--- config.mk ---
export PLATFORM = sky130hd
export DESIGN_NAME = cc1200_sync_framer
export DESIGN_NICKNAME = d
export VERILOG_FILES = /design/src/rtl/cc1200_pkg.sv /design/src/rtl/cc1200_sync_corr.sv /design/src/rtl/cc1200_sync_framer.sv
export SDC_FILE = /design/constraint.sdc
export NUM_CORES = 1
export LEC_CHECK = 0
export BUFFER_PORTS_ARGS = -buffer_cell sky130_fd_sc_hd__clkbuf_2
export CAP_MARGIN = 20
export CORE_AREA = 2 2 116 118
export CTS_CLUSTER_SIZE = 14
export DETAILED_ROUTE_END_ITERATION = 12
export DIE_AREA = 0 0 118 120
export PLACE_DENSITY = 0.86
export SYNTH_ARGS = -nofsm -noshare
export SYNTH_HDL_FRONTEND = slang
export SYNTH_SLANG_ARGS = --single-unit
--- constraint.sdc ---
create_clock -name clk -period 11.3 [get_ports clk]
set_clock_uncertainty 0.2 [all_clocks]
set_input_delay 0.565 -clock clk [delete_from_list [all_inputs] [get_ports clk]]
set_output_delay 0.565 -clock clk [all_outputs]
set_load 0.05 [all_outputs]
--- src/rtl/cc1200_pkg.sv ---
// Shared types and constants for the CC1200 receive framer.
// Contents: framing state enum, signed-score width helper, default sync words.
package cc1200_pkg;

    // Framing states: hunting for sync, capturing header address, unpacking samples.
    typedef enum logic [1:0] {
        HUNT    = 2'd0,
        ADDR    = 2'd1,
        PAYLOAD = 2'd2
    } frm_state_e;

    // Default frame (index 0) and line (index 1) sync patterns.
    localparam logic [31:0] FRAME_SYNC_DEFAULT = 32'h930B51DE;
    localparam logic [31:0] LINE_SYNC_DEFAULT  = 32'h6CF4AE21;

    // Width of a signed score spanning -sync_w..+sync_w.
    function automatic int unsigned sc_width(input int unsigned sync_w);
        return $clog2(sync_w + 1) + 1;
    endfunction

endpackage

--- src/rtl/cc1200_sync_corr.sv ---
// Sliding-window correlator for the CC1200 framer.
// Ports:
//   clk, rst          clock and synchronous active-high reset
//   bit_valid, bit_in new received bit strobe and value
//   fill_clr          restart the fill count (entry to HUNT)
//   sync_words        N_SYNC packed sync patterns
//   cor_thre          signed match threshold
//   match_c           a word matched on the current bit (combinational)
//   match_id_c        lowest matching word index (combinational)
//   match_score_c     score of that word (combinational)
module cc1200_sync_corr
    import cc1200_pkg::*;
#(
    parameter int unsigned SYNC_W = 32,
    parameter int unsigned N_SYNC = 2,
    parameter int unsigned SC_W   = sc_width(SYNC_W),
    parameter int unsigned ID_W   = (N_SYNC > 1) ? $clog2(N_SYNC) : 1
) (
    input  logic                     clk,
    input  logic                     rst,
    input  logic                     bit_valid,
    input  logic                     bit_in,
    input  logic                     fill_clr,
    input  logic [N_SYNC*SYNC_W-1:0] sync_words,
    input  logic [SC_W-1:0]          cor_thre,
    output logic                     match_c,
    output logic [ID_W-1:0]          match_id_c,
    output logic [SC_W-1:0]          match_score_c
);

    localparam int unsigned FILL_W = $clog2(SYNC_W + 1);

    // Only the older SYNC_W-1 bits are stored; the current bit completes the window.
    logic [SYNC_W-2:0] win_q, win_d;
    logic [FILL_W-1:0] fill_q, fill_d;
    logic [SYNC_W-1:0] win_next;
    logic [SC_W-1:0]   score_k;
    logic              full;

    // Window shift and saturating fill counter.
    always_comb begin
        win_next = {win_q, bit_in};
        win_d    = win_q;
        fill_d   = fill_q;
        if (bit_valid) begin
            win_d = win_next[SYNC_W-2:0];
        end
        if (fill_clr) begin
            fill_d = '0;
        end else if (bit_valid && (fill_q != FILL_W'(SYNC_W))) begin
            fill_d = fill_q + FILL_W'(1);
        end
    end

    // Per-word scores and lowest-index priority select.
    always_comb begin
        full          = (fill_q >= FILL_W'(SYNC_W - 1));
        match_c       = 1'b0;
        match_id_c    = '0;
        match_score_c = '0;
        score_k       = '0;
        for (int k = 0; k < N_SYNC; k++) begin
            score_k = SC_W'(SYNC_W) -
                      SC_W'(2 * $countones(win_next ^ sync_words[k*SYNC_W +: SYNC_W]));
            if (!match_c && bit_valid && full && ($signed(score_k) > $signed(cor_thre))) begin
                match_c       = 1'b1;
                match_id_c    = ID_W'(k);
                match_score_c = score_k;
            end
        end
    end

    always_ff @(posedge clk) begin
        if (rst) begin
            win_q  <= '0;
            fill_q <= '0;
        end else begin
            win_q  <= win_d;
            fill_q <= fill_d;
        end
    end

endmodule

--- src/rtl/cc1200_sync_framer.sv ---
// Receive-side bit-stream framer: sync correlation, header address capture,
// payload sample unpacking.
// Ports:
//   clk, rst          clock and synchronous active-high reset
//   bit_valid, bit_in received bit strobe and value (MSB-first)
//   sync_words        N_SYNC sync patterns, word k at [k*SYNC_W +: SYNC_W]
//   cor_thre          signed match threshold
//   pkt_len           samples per packet (0 = header only)
//   abort             force return to HUNT
//   sync_hit/_id/_score  match pulse, matched index, matched score
//   addr, addr_valid     captured header address and pulse
//   sample, sample_valid unpacked sample and pulse
//   pkt_done          pulse after the last sample (or address when pkt_len is 0)
//   busy              high in ADDR or PAYLOAD
module cc1200_sync_framer
    import cc1200_pkg::*;
#(
    parameter int unsigned SYNC_W   = 32,
    parameter int unsigned N_SYNC   = 2,
    parameter int unsigned ADDR_W   = 16,
    parameter int unsigned SAMPLE_W = 12,
    parameter int unsigned LEN_W    = 10
) (
    input  logic                                          clk,
    input  logic                                          rst,
    input  logic                                          bit_valid,
    input  logic                                          bit_in,
    input  logic [N_SYNC*SYNC_W-1:0]                      sync_words,
    input  logic [$clog2(SYNC_W+1):0]                     cor_thre,
    input  logic [LEN_W-1:0]                              pkt_len,
    input  logic                                          abort,
    output logic                                          sync_hit,
    output logic [((N_SYNC > 1) ? $clog2(N_SYNC) : 1)-1:0] sync_id,
    output logic [$clog2(SYNC_W+1):0]                     sync_score,
    output logic [ADDR_W-1:0]                             addr,
    output logic                                          addr_valid,
    output logic [SAMPLE_W-1:0]                           sample,
    output logic                                          sample_valid,
    output logic                                          pkt_done,
    output logic                                          busy
);

    localparam int unsigned SC_W  = sc_width(SYNC_W);
    localparam int unsigned ID_W  = (N_SYNC > 1) ? $clog2(N_SYNC) : 1;
    localparam int unsigned SH_W  = (ADDR_W > SAMPLE_W) ? ADDR_W : SAMPLE_W;
    localparam int unsigned CNT_W = $clog2(SH_W + 1);

    frm_state_e state_q, state_d;
    logic [CNT_W-1:0]    bit_cnt_q, bit_cnt_d;
    logic [LEN_W-1:0]    smp_cnt_q, smp_cnt_d;
    // Holds the bits preceding the current one; the current bit completes a field.
    logic [SH_W-2:0]     sh_q, sh_d;
    logic                sync_hit_q, sync_hit_d;
    logic [ID_W-1:0]     sync_id_q, sync_id_d;
    logic [SC_W-1:0]     sync_score_q, sync_score_d;
    logic [ADDR_W-1:0]   addr_q, addr_d;
    logic                addr_valid_q, addr_valid_d;
    logic [SAMPLE_W-1:0] sample_q, sample_d;
    logic                sample_valid_q, sample_valid_d;
    logic                pkt_done_q, pkt_done_d;
    logic                busy_q, busy_d;

    logic                match_c;
    logic [ID_W-1:0]     match_id_c;
    logic [SC_W-1:0]     match_score_c;
    logic                fill_clr;

    // Fill restarts on every transition back into HUNT, so a new match needs
    // a full window of post-packet bits.
    assign fill_clr = (state_q != HUNT) && (state_d == HUNT);

    cc1200_sync_corr #(
        .SYNC_W (SYNC_W),
        .N_SYNC (N_SYNC),
        .SC_W   (SC_W),
        .ID_W   (ID_W)
    ) u_corr (
        .clk           (clk),
        .rst           (rst),
        .bit_valid     (bit_valid),
        .bit_in        (bit_in),
        .fill_clr      (fill_clr),
        .sync_words    (sync_words),
        .cor_thre      (cor_thre),
        .match_c       (match_c),
        .match_id_c    (match_id_c),
        .match_score_c (match_score_c)
    );

    // Framing next-state and output logic.
    always_comb begin
        state_d        = state_q;
        bit_cnt_d      = bit_cnt_q;
        smp_cnt_d      = smp_cnt_q;
        sh_d           = sh_q;
        sync_hit_d     = 1'b0;
        sync_id_d      = sync_id_q;
        sync_score_d   = sync_score_q;
        addr_d         = addr_q;
        addr_valid_d   = 1'b0;
        sample_d       = sample_q;
        sample_valid_d = 1'b0;
        pkt_done_d     = 1'b0;

        if (abort) begin
            // Abort beats any match or field completion in the same cycle.
            state_d   = HUNT;
            bit_cnt_d = '0;
            smp_cnt_d = '0;
        end else begin
            case (state_q)
                HUNT: begin
                    if (match_c) begin
                        state_d      = ADDR;
                        sync_hit_d   = 1'b1;
                        sync_id_d    = match_id_c;
                        sync_score_d = match_score_c;
                        bit_cnt_d    = '0;
                        smp_cnt_d    = '0;
                    end
                end
                ADDR: begin
                    if (bit_valid) begin
                        sh_d = {sh_q[SH_W-3:0], bit_in};
                        if (bit_cnt_q == CNT_W'(ADDR_W - 1)) begin
                            addr_d       = {sh_q[ADDR_W-2:0], bit_in};
                            addr_valid_d = 1'b1;
                            bit_cnt_d    = '0;
                            if (pkt_len == '0) begin
                                pkt_done_d = 1'b1;
                                state_d    = HUNT;
                            end else begin
                                state_d = PAYLOAD;
                            end
                        end else begin
                            bit_cnt_d = bit_cnt_q + CNT_W'(1);
                        end
                    end
                end
                PAYLOAD: begin
                    if (bit_valid) begin
                        sh_d = {sh_q[SH_W-3:0], bit_in};
                        if (bit_cnt_q == CNT_W'(SAMPLE_W - 1)) begin
                            sample_d       = {sh_q[SAMPLE_W-2:0], bit_in};
                            sample_valid_d = 1'b1;
                            bit_cnt_d      = '0;
                            smp_cnt_d      = smp_cnt_q + LEN_W'(1);
                            if (smp_cnt_d == pkt_len) begin
                                pkt_done_d = 1'b1;
                                state_d    = HUNT;
                                smp_cnt_d  = '0;
                            end
                        end else begin
                            bit_cnt_d = bit_cnt_q + CNT_W'(1);
                        end
                    end
                end
                default: begin
                    state_d = HUNT;
                end
            endcase
        end

        busy_d = (state_d != HUNT);
    end

    always_ff @(posedge clk) begin
        if (rst) begin
            state_q        <= HUNT;
            bit_cnt_q      <= '0;
            smp_cnt_q      <= '0;
            sh_q           <= '0;
            sync_hit_q     <= 1'b0;
            sync_id_q      <= '0;
            sync_score_q   <= '0;
            addr_q         <= '0;
            addr_valid_q   <= 1'b0;
            sample_q       <= '0;
            sample_valid_q <= 1'b0;
            pkt_done_q     <= 1'b0;
            busy_q         <= 1'b0;
        end else begin
            state_q        <= state_d;
            bit_cnt_q      <= bit_cnt_d;
            smp_cnt_q      <= smp_cnt_d;
            sh_q           <= sh_d;
            sync_hit_q     <= sync_hit_d;
            sync_id_q      <= sync_id_d;
            sync_score_q   <= sync_score_d;
            addr_q         <= addr_d;
            addr_valid_q   <= addr_valid_d;
            sample_q       <= sample_d;
            sample_valid_q <= sample_valid_d;
            pkt_done_q     <= pkt_done_d;
            busy_q         <= busy_d;
        end
    end

    assign sync_hit     = sync_hit_q;
    assign sync_id      = sync_id_q;
    assign sync_score   = sync_score_q;
    assign addr         = addr_q;
    assign addr_valid   = addr_valid_q;
    assign sample       = sample_q;
    assign sample_valid = sample_valid_q;
    assign pkt_done     = pkt_done_q;
    assign busy         = busy_q;

endmodule
==> flow_summary.json, run 1 <==
{
  "num_rows": 42,
  "synth_seq_cells": 109,
  "total_power_uw": 2894,
  "ys_top_cells_by_area": "dfxtp_1, fa_1, ha_1",
  "worstPathMaxFanout": 10,
  "cts_tree": "done",
  "syn_inst": 882,
  "routed_via_density": 5.377,
  "synth_top_cell_area_share_pct": 27.39,
  "ys.flop_type": "dfxtp_1",
  "status": "complete, no violations",
  "grt_pass1_wl_mm": 30.08,
  "grt_overflow": 0,
  "cts_resized": 0,
  "reg2reg_slack_ns": 4.01,
  "power.density_mw_per_mm2": 321.0,
  "multi_input_area_mm2": 0.005190,
  "start_util_pct": 61.38,
  "setup_violations": 0,
  "leakagePower_uw": 0.004460,
  "dp_slack_ns": 3.724,
  "grt_pass1_vias": 6502,
  "antenna_found_initial": 1,
  "hp-class": "register to register",
  "start_kind": "register",
  "worstRegToRegCells": 24,
  "drc": 0,
  "final_cells": 1171,
  "synth_cell_type_count": 66,
  "die_h_um": 120,
  "die_w_um": 118,
  "drv_slew": 0,
  "drive_gt1_share_pct": 16.30,
  "firstDrtPassIters": 4,
  "syn-cell-area_mm2": 0.007968,
  "grt_usage_pct": 26.33,
  "worstPathArrival_ns": 7.38,
  "cts_inserted_buffers": 9,
  "hold_buffers": 0,
  "post_cts_buffers": 0,
  "worst_slack_ns": 4.012,
  "seq_area_mm2": 0.002182,
  "area_growth_pct": 13.18,
  "finalHoldViolCount": 0,
  "setup.worst_path.start": "u_corr.win_q[4]",
  "nets": 1199,
  "synth_common_cells": "inv_1, dfxtp_1, nand2_1",
  "cts.sinks": 109,
  "cp.required_ns": 11.39,
  "drt_iter0_drc": 311,
  "vias": 6297,
  "synth_most_common_cell": "inv_1",
  "cts_htree_levels": 3,
  "yosysSeqAreaShare_pct": 27.39,
  "tns_ns": 0,
  "grt_max_degree": 87,
  "synthArstFlopShare_pct": 0,
  "fill_cells": 995,
  "globalplace.congestion": 0.8757,
  "ant_nets": 0,
  "hpwl_mm": 13.89,
  "drt-total-wl_mm": 17.91,
  "setup.worst_path.end_class": "register",
  "final_util_pct": 69.47,
  "synth_warnings": 0,
  "fmax_mhz": 137.2,
  "rr_endpoint": "bit_cnt_q[3]",
  "avgSynthCellArea_um2": 9.034,
  "fin_crit_sh_pct": 64.50,
  "worstSkewPairLatency_ns": 0.36,
  "cts_root_buf": "clkbuf_16",
  "worst_r2r_startpoint": "u_corr.win_q[4]",
  "die_area_mm2": 0.01416,
  "slew_headroom_pct": 38.19,
  "wl_per_cell_um": 15.29,
  "rsz0062_at_grt": "no",
  "crit_type": "register to register",
  "endpoint": "bit_cnt_q[3]",
  "portBuffers": 125,
  "clockBufferDepth": 2,
  "ir_worst_vdd_mv": 0.4117,
  "dp.cells": 1154,
  "fin_crit_ns": 7.288,
  "synth_edf_count": 0,
  "maxCapViolations": 0,
  "worstMarginPinSlew_ns": 0.9272,
  "ios": 127,
  "synth_top_area_cell": "dfxtp_1",
  "synth_nets": 1092,
  "clkSlewWorstSetupHoldPaths_ns": 0.08,
  "core_mm2": 0.01298
}
==> per-layer routing <==
layer  track usage, %  share of wire (%)  vias to the layer above
li1                 -                  -                     3104
met1            31.08                 42                     3007
met2            47.13                 50                      148
met3            5.371                4.7                       38
met4            10.09                2.8                        0
met5                0                  0                        -
==> through the flow <==
stage | hold WS (ns) | area, um^2
final | 0.2557 | 9017
after global routing | 0.2727 | 9017
after CTS | 0.2597 | 9015
after detailed placement | 0.2486 | 8698
after global placement | 0.2392 | 8698
after floorplan | 0.2322 | 7968
==> worst min-delay path by stage <==
| stage | from | to | slack, ns | cells past startpoint |
|---|---|---|---|---|
| floorplan | sh_q[14] | addr[15] | 0.23 | 2 |
| global route | addr[1] | addr[1] | 0.27 | 2 |
| global placement | sh_q[14] | addr[15] | 0.24 | 2 |
| CTS | addr[10] | addr[10] | 0.26 | 2 |
| detailed placement | sh_q[14] | sh_q[14] | 0.25 | 2 |
| finish | sh_q[14] | addr[15] | 0.26 | 2 |
==> logic make-up (layout without fill, tap and decap cells) <==
logic type      after synthesis  count (layout)  share of synthesized area [%]
compound gates              121             121                          10.52
buf+inv                     155             267                          7.475
flops                       109             109                          27.39
simple gates                229             229                          13.74
xor+xnor                     96              96                          10.55
mux                          47              47                          5.905
fa+ha+maj                   124             124                          24.37
other cells                   1               2                        0.04707
==> critical path, cell delays in order, from the launching register on <==
cell and delay [ns]:
dfxtp_1 0.47, xor2_1 0.22, ha_1 0.26, inv_1 0.08
fa_1 0.45, fa_1 0.45, inv_1 0.11, fa_1 0.45
fa_1 0.54, inv_1 0.05, fa_1 0.54, inv_1 0.05
ha_1 0.22, fa_1 0.42, xor2_1 0.22, nor3b_1 0.27
xor2_1 0.15, ha_1 0.32, nand3_1 0.11, o31a_1 0.30
a21oi_2 0.30, a21oi_2 0.12, o22ai_1 0.52, o21ai_0 0.21
a21oi_1 0.18
==> power by group <==
part / internal [uW] / total [uW] / switching (uW)
logic: 912 / 2170 / 1250
registers: 385 / 386 / 1.37
clock network: 178 / 341 / 163
==> flip-flops by register name, summed over array words and instances, names as in the netlist, 2 cells and up <==
| register | cells |
|---|---|
| sync_score | 6 |
| smp_cnt_q | 10 |
| sh_q | 15 |
| state_q | 2 |
| sample | 12 |
| bit_cnt_q | 5 |
| u_corr.fill_q | 6 |
| addr | 16 |
| u_corr.win_q | 31 |
==> layout make-up <==
type	count	area share, %
flip-flops and latches	109	24.20
diodes	1	0.02775
clock buffers	9	2.498
repair buffers	127	7.104
clock inverters	7	1.013
inverters	124	5.162
well taps	176	2.442
multi-input cells	618	57.56
==> cells in the final DEF, fill, tap and decap left out, types with 3 or more instances in the layout <==
| master | count |
|---|---|
| nor3_1 | 4 |
| fa_1 | 52 |
| a22oi_1 | 7 |
| o21ai_1 | 4 |
| inv_1 | 123 |
| nand2b_1 | 8 |
| nor2_1 | 69 |
| clkbuf_2 | 125 |
| a31oi_1 | 5 |
| mux2i_1 | 47 |
| nor2b_1 | 3 |
| xnor2_1 | 18 |
| nand4_1 | 6 |
| xor2_1 | 78 |
| and3_1 | 5 |
| nand3_1 | 13 |
| nor4_1 | 3 |
| o31ai_1 | 5 |
| or3_1 | 5 |
| o21ai_0 | 4 |
| and2_1 | 4 |
| a21o_1 | 5 |
| a21oi_1 | 57 |
| a211oi_1 | 8 |
| ha_1 | 72 |
| nor3b_1 | 8 |
| dfxtp_1 | 109 |
| a21oi_2 | 4 |
| nand2_1 | 85 |
| clkbuf_16 | 9 |
Power figures use the tool's default switching activity.
==> run 2: changes to the inputs <==
--- a/config.mk
+++ b/config.mk
@@ -5,13 +5,14 @@
 export SDC_FILE = /design/constraint.sdc
 export NUM_CORES = 1
 export LEC_CHECK = 0
+export ABC_AREA = 1
 export BUFFER_PORTS_ARGS = -buffer_cell sky130_fd_sc_hd__clkbuf_2
 export CAP_MARGIN = 20
-export CORE_AREA = 2 2 116 118
+export CORE_AREA = 2 2 127 129
 export CTS_CLUSTER_SIZE = 14
 export DETAILED_ROUTE_END_ITERATION = 12
-export DIE_AREA = 0 0 118 120
-export PLACE_DENSITY = 0.86
+export DIE_AREA = 0 0 129 131
+export PLACE_DENSITY = 0.76
 export SYNTH_ARGS = -nofsm -noshare
 export SYNTH_HDL_FRONTEND = slang
 export SYNTH_SLANG_ARGS = --single-unit
==> constraint.sdc (replaced) <==
create_clock -name clk -period 5.9 [get_ports clk]
set_clock_uncertainty 0.2 [all_clocks]
set_input_delay 0.295 -clock clk [delete_from_list [all_inputs] [get_ports clk]]
set_output_delay 0.295 -clock clk [all_outputs]
set_load 0.05 [all_outputs]
==> run 2 against run 1 <==
- the flow now finishes with violations (negative setup slack)
- die area grew 19%
- maximum frequency up 7.6%
- critical path depth increased by 12
- synthesized cell count rose by 14%
- wire length grew 9.3%
- flip-flop and latch count unchanged
- sequential share of layout area shrank 1.9 points
- critical path type unchanged
==> flow_summary.json, run 2 <==
{
  "final_common_cell": "inv_1",
  "wl_per_cell_um": 13.97,
  "clkSlewWorstSetupHoldPaths_ns": 0.09,
  "nets": 1390,
  "die_h_um": 131,
  "crit_type": "register to register",
  "cts_root_buf": "clkbuf_16",
  "ant_nets": 0,
  "diodes": 0,
  "muxShareOfSynthArea_pct": 0,
  "hold_buffers": 0,
  "hp-class": "input port to register",
  "final_util_pct": 63.24,
  "drc": 0,
  "cts.sinks": 109,
  "grt_pass1_vias": 6939,
  "start_util_pct": 50.99,
  "syn-cell-area_mm2": 0.007954,
  "fill_cells": 1323,
  "avgSynthCellArea_um2": 7.922,
  "synth_xor_xnor_area_share_pct": 9.753,
  "worstPathMaxFanout": 6,
  "synth_compound_area_share_pct": 11.78,
  "cts_tree": "done",
  "hold_start": "rst",
  "firstDrtPassIters": 5,
  "min_to": "sync_score[4]",
  "worstMarginPinSlew_ns": 0.7569,
  "cts_htree_levels": 3,
  "finalHoldViolCount": 0,
  "core_mm2": 0.01560,
  "crit_path_max_incr_delay_ns": 0.56,
  "start_kind": "register",
  "post_dp_cell_area_mm2": 0.009174,
  "regMostFlops": "u_corr.win_q",
  "hpwl_mm": 14.39,
  "clockBufferDepth": 2,
  "hold_depth": 2,
  "synth_cell_type_count": 43,
  "ios": 127,
  "synth_top_area_cell": "dfxtp_1",
  "worst_slack_ns": -0.8742,
  "worst_hold_slack_ns": 0.02820,
  "path_buf_inv": 8,
  "yosys.area_share.simple_pct": 15.94,
  "fmax_mhz": 147.6,
  "synth_most_common_cell": "inv_1",
  "largest_reg_flops": 31,
  "stdcell_area_mm2": 0.009863,
  "synth_fa_ha_area_share_pct": 24.41,
  "synth_common_cells": "inv_1, nor2_1, dfxtp_1",
  "rsz0062_at_grt": "yes",
  "yosysSeqAreaShare_pct": 27.43,
  "violations": "negative setup slack",
  "num_rows": 46,
  "synth_nets": 1214,
  "grt_pass1_wl_mm": 31.71,
  "setup.worst_path.end_class": "register",
  "synthArstFlopShare_pct": 0,
  "die_area_mm2": 0.01690,
  "cp.required_ns": 5.97,
  "globalplace.congestion": 0.8580,
  "multi_input_area_mm2": 0.005171,
  "seq_area_mm2": 0.002201,
  "ys.flop_type": "dfxtp_1",
  "synth_top_family_by_area": "adder cells",
  "synth_edf_count": 0,
  "drive_gt1_share_pct": 26.16,
  "synth_seq_cells": 109,
  "ys_top_cells_by_area": "dfxtp_1, fa_1, ha_1",
  "rr_endpoint": "u_corr.fill_q[2]",
  "drt_iter0_drc": 347,
  "cp_top_family": "adder cells",
  "drv_slew": 0,
  "area_growth_pct": 24.01,
  "reg2reg_slack_ns": -0.87,
  "grt_usage_pct": 23.65,
  "fin_crit_sh_pct": 114.8,
  "worstPathArrival_ns": 6.85,
  "status": "complete, but fails checks",
  "cts_inserted_buffers": 9,
  "synth_warnings": 0,
  "setup_violations": 32,
  "cp_slowest_cell": "fa_1",
  "antenna_found_initial": 0,
  "vias": 7041,
  "syn_inst": 1004,
  "worst_r2r_startpoint": "u_corr.win_q[20]",
  "grt_max_degree": 80,
  "fin_crit_ns": 6.774,
  "synth_top_cell_area_share_pct": 27.43,
  "die_w_um": 129,
  "worstRegToRegCells": 36,
  "setup.worst_path.start": "u_corr.win_q[20]",
  "worstSkewPairLatency_ns": 0.37,
  "routed_via_density": 5.026,
  "drt-total-wl_mm": 19.58,
  "maxCapViolations": 0,
  "portBuffers": 125,
  "dp_slack_ns": -0.7570,
  "final_cell_mix": "inv_1, clkbuf_2, nor2_1, nand2_1, dfxtp_1",
  "grt_overflow": 0,
  "slew_headroom_pct": 49.54
}
run 2: changes by cell type after synthesis, moves of 5 or more:
cell,before,now
or3_1,5,0
nand2b_1,8,0
inv_1,123,189
a22oi_1,7,0
nor2_1,69,118
nor3b_1,8,2
a21o_1,5,0
xnor2_1,18,9
mux2i_1,47,0
nand3_1,13,28
nand2_1,85,105
o21ai_0,4,99
run 2: worst max-delay path by stage:
stage	cells past startpoint	endpoint
finish	36	u_corr.fill_q[2]
floorplan	32	smp_cnt_q[8]
CTS	31	smp_cnt_q[3]
global route	33	u_corr.fill_q[2]
detailed placement	32	smp_cnt_q[3]
global placement	32	smp_cnt_q[7]
run 2: cells by family (layout without fill, tap and decap cells):
| logic type | after synthesis | count (layout) |
|---|---|---|
| and+or+nand+nor | 288 | 288 |
| buffers and inverters | 220 | 401 |
| DFF | 109 | 109 |
| xor gates and xnor gates | 87 | 87 |
| adders and majority gates | 124 | 124 |
| other | 1 | 1 |
| AOI/OAI and AO/OA | 175 | 175 |
run 2: what timing repair did:
item,CTS,global route
setup buffers,15,6
resized for setup,51,34
gates cloned,2,0
pin swaps,9,29
endpoints found under the hold margin,0,0
setup endpoints to repair,32,32
run 2: through the flow:
| stage | setup TNS, ns | std cells |
|---|---|---|
| 4_1_cts | -18.91 | 1398 |
| 5_1_grt | -33.72 | 1401 |
| 3_3_place_gp | -18.74 | 1366 |
| 6_report | -25.68 | 1401 |
| 2_1_floorplan | -5.954 | 1004 |
| 3_5_place_dp | -21.55 | 1366 |
run 2: cell type report:
cell class / instances / share of cell area, %
clock buffer: 9 / 2.283
clock inverter: 7 / 0.9768
inverter: 193 / 7.396
multi-input combinational: 675 / 52.43
sequential: 109 / 22.31
tap: 216 / 2.740
timing repair buffer: 192 / 11.86
run 2: per-layer routing:
metal  wire length, um  GRT usage, %
met3               850         3.664
met5                 0             0
met2              9641         42.39
met1              8607         29.18
met4               476         7.928
Power of run 2 is not shown: default switching activity piles up to over one toggle a cycle in this logic, so the estimate is an artifact.
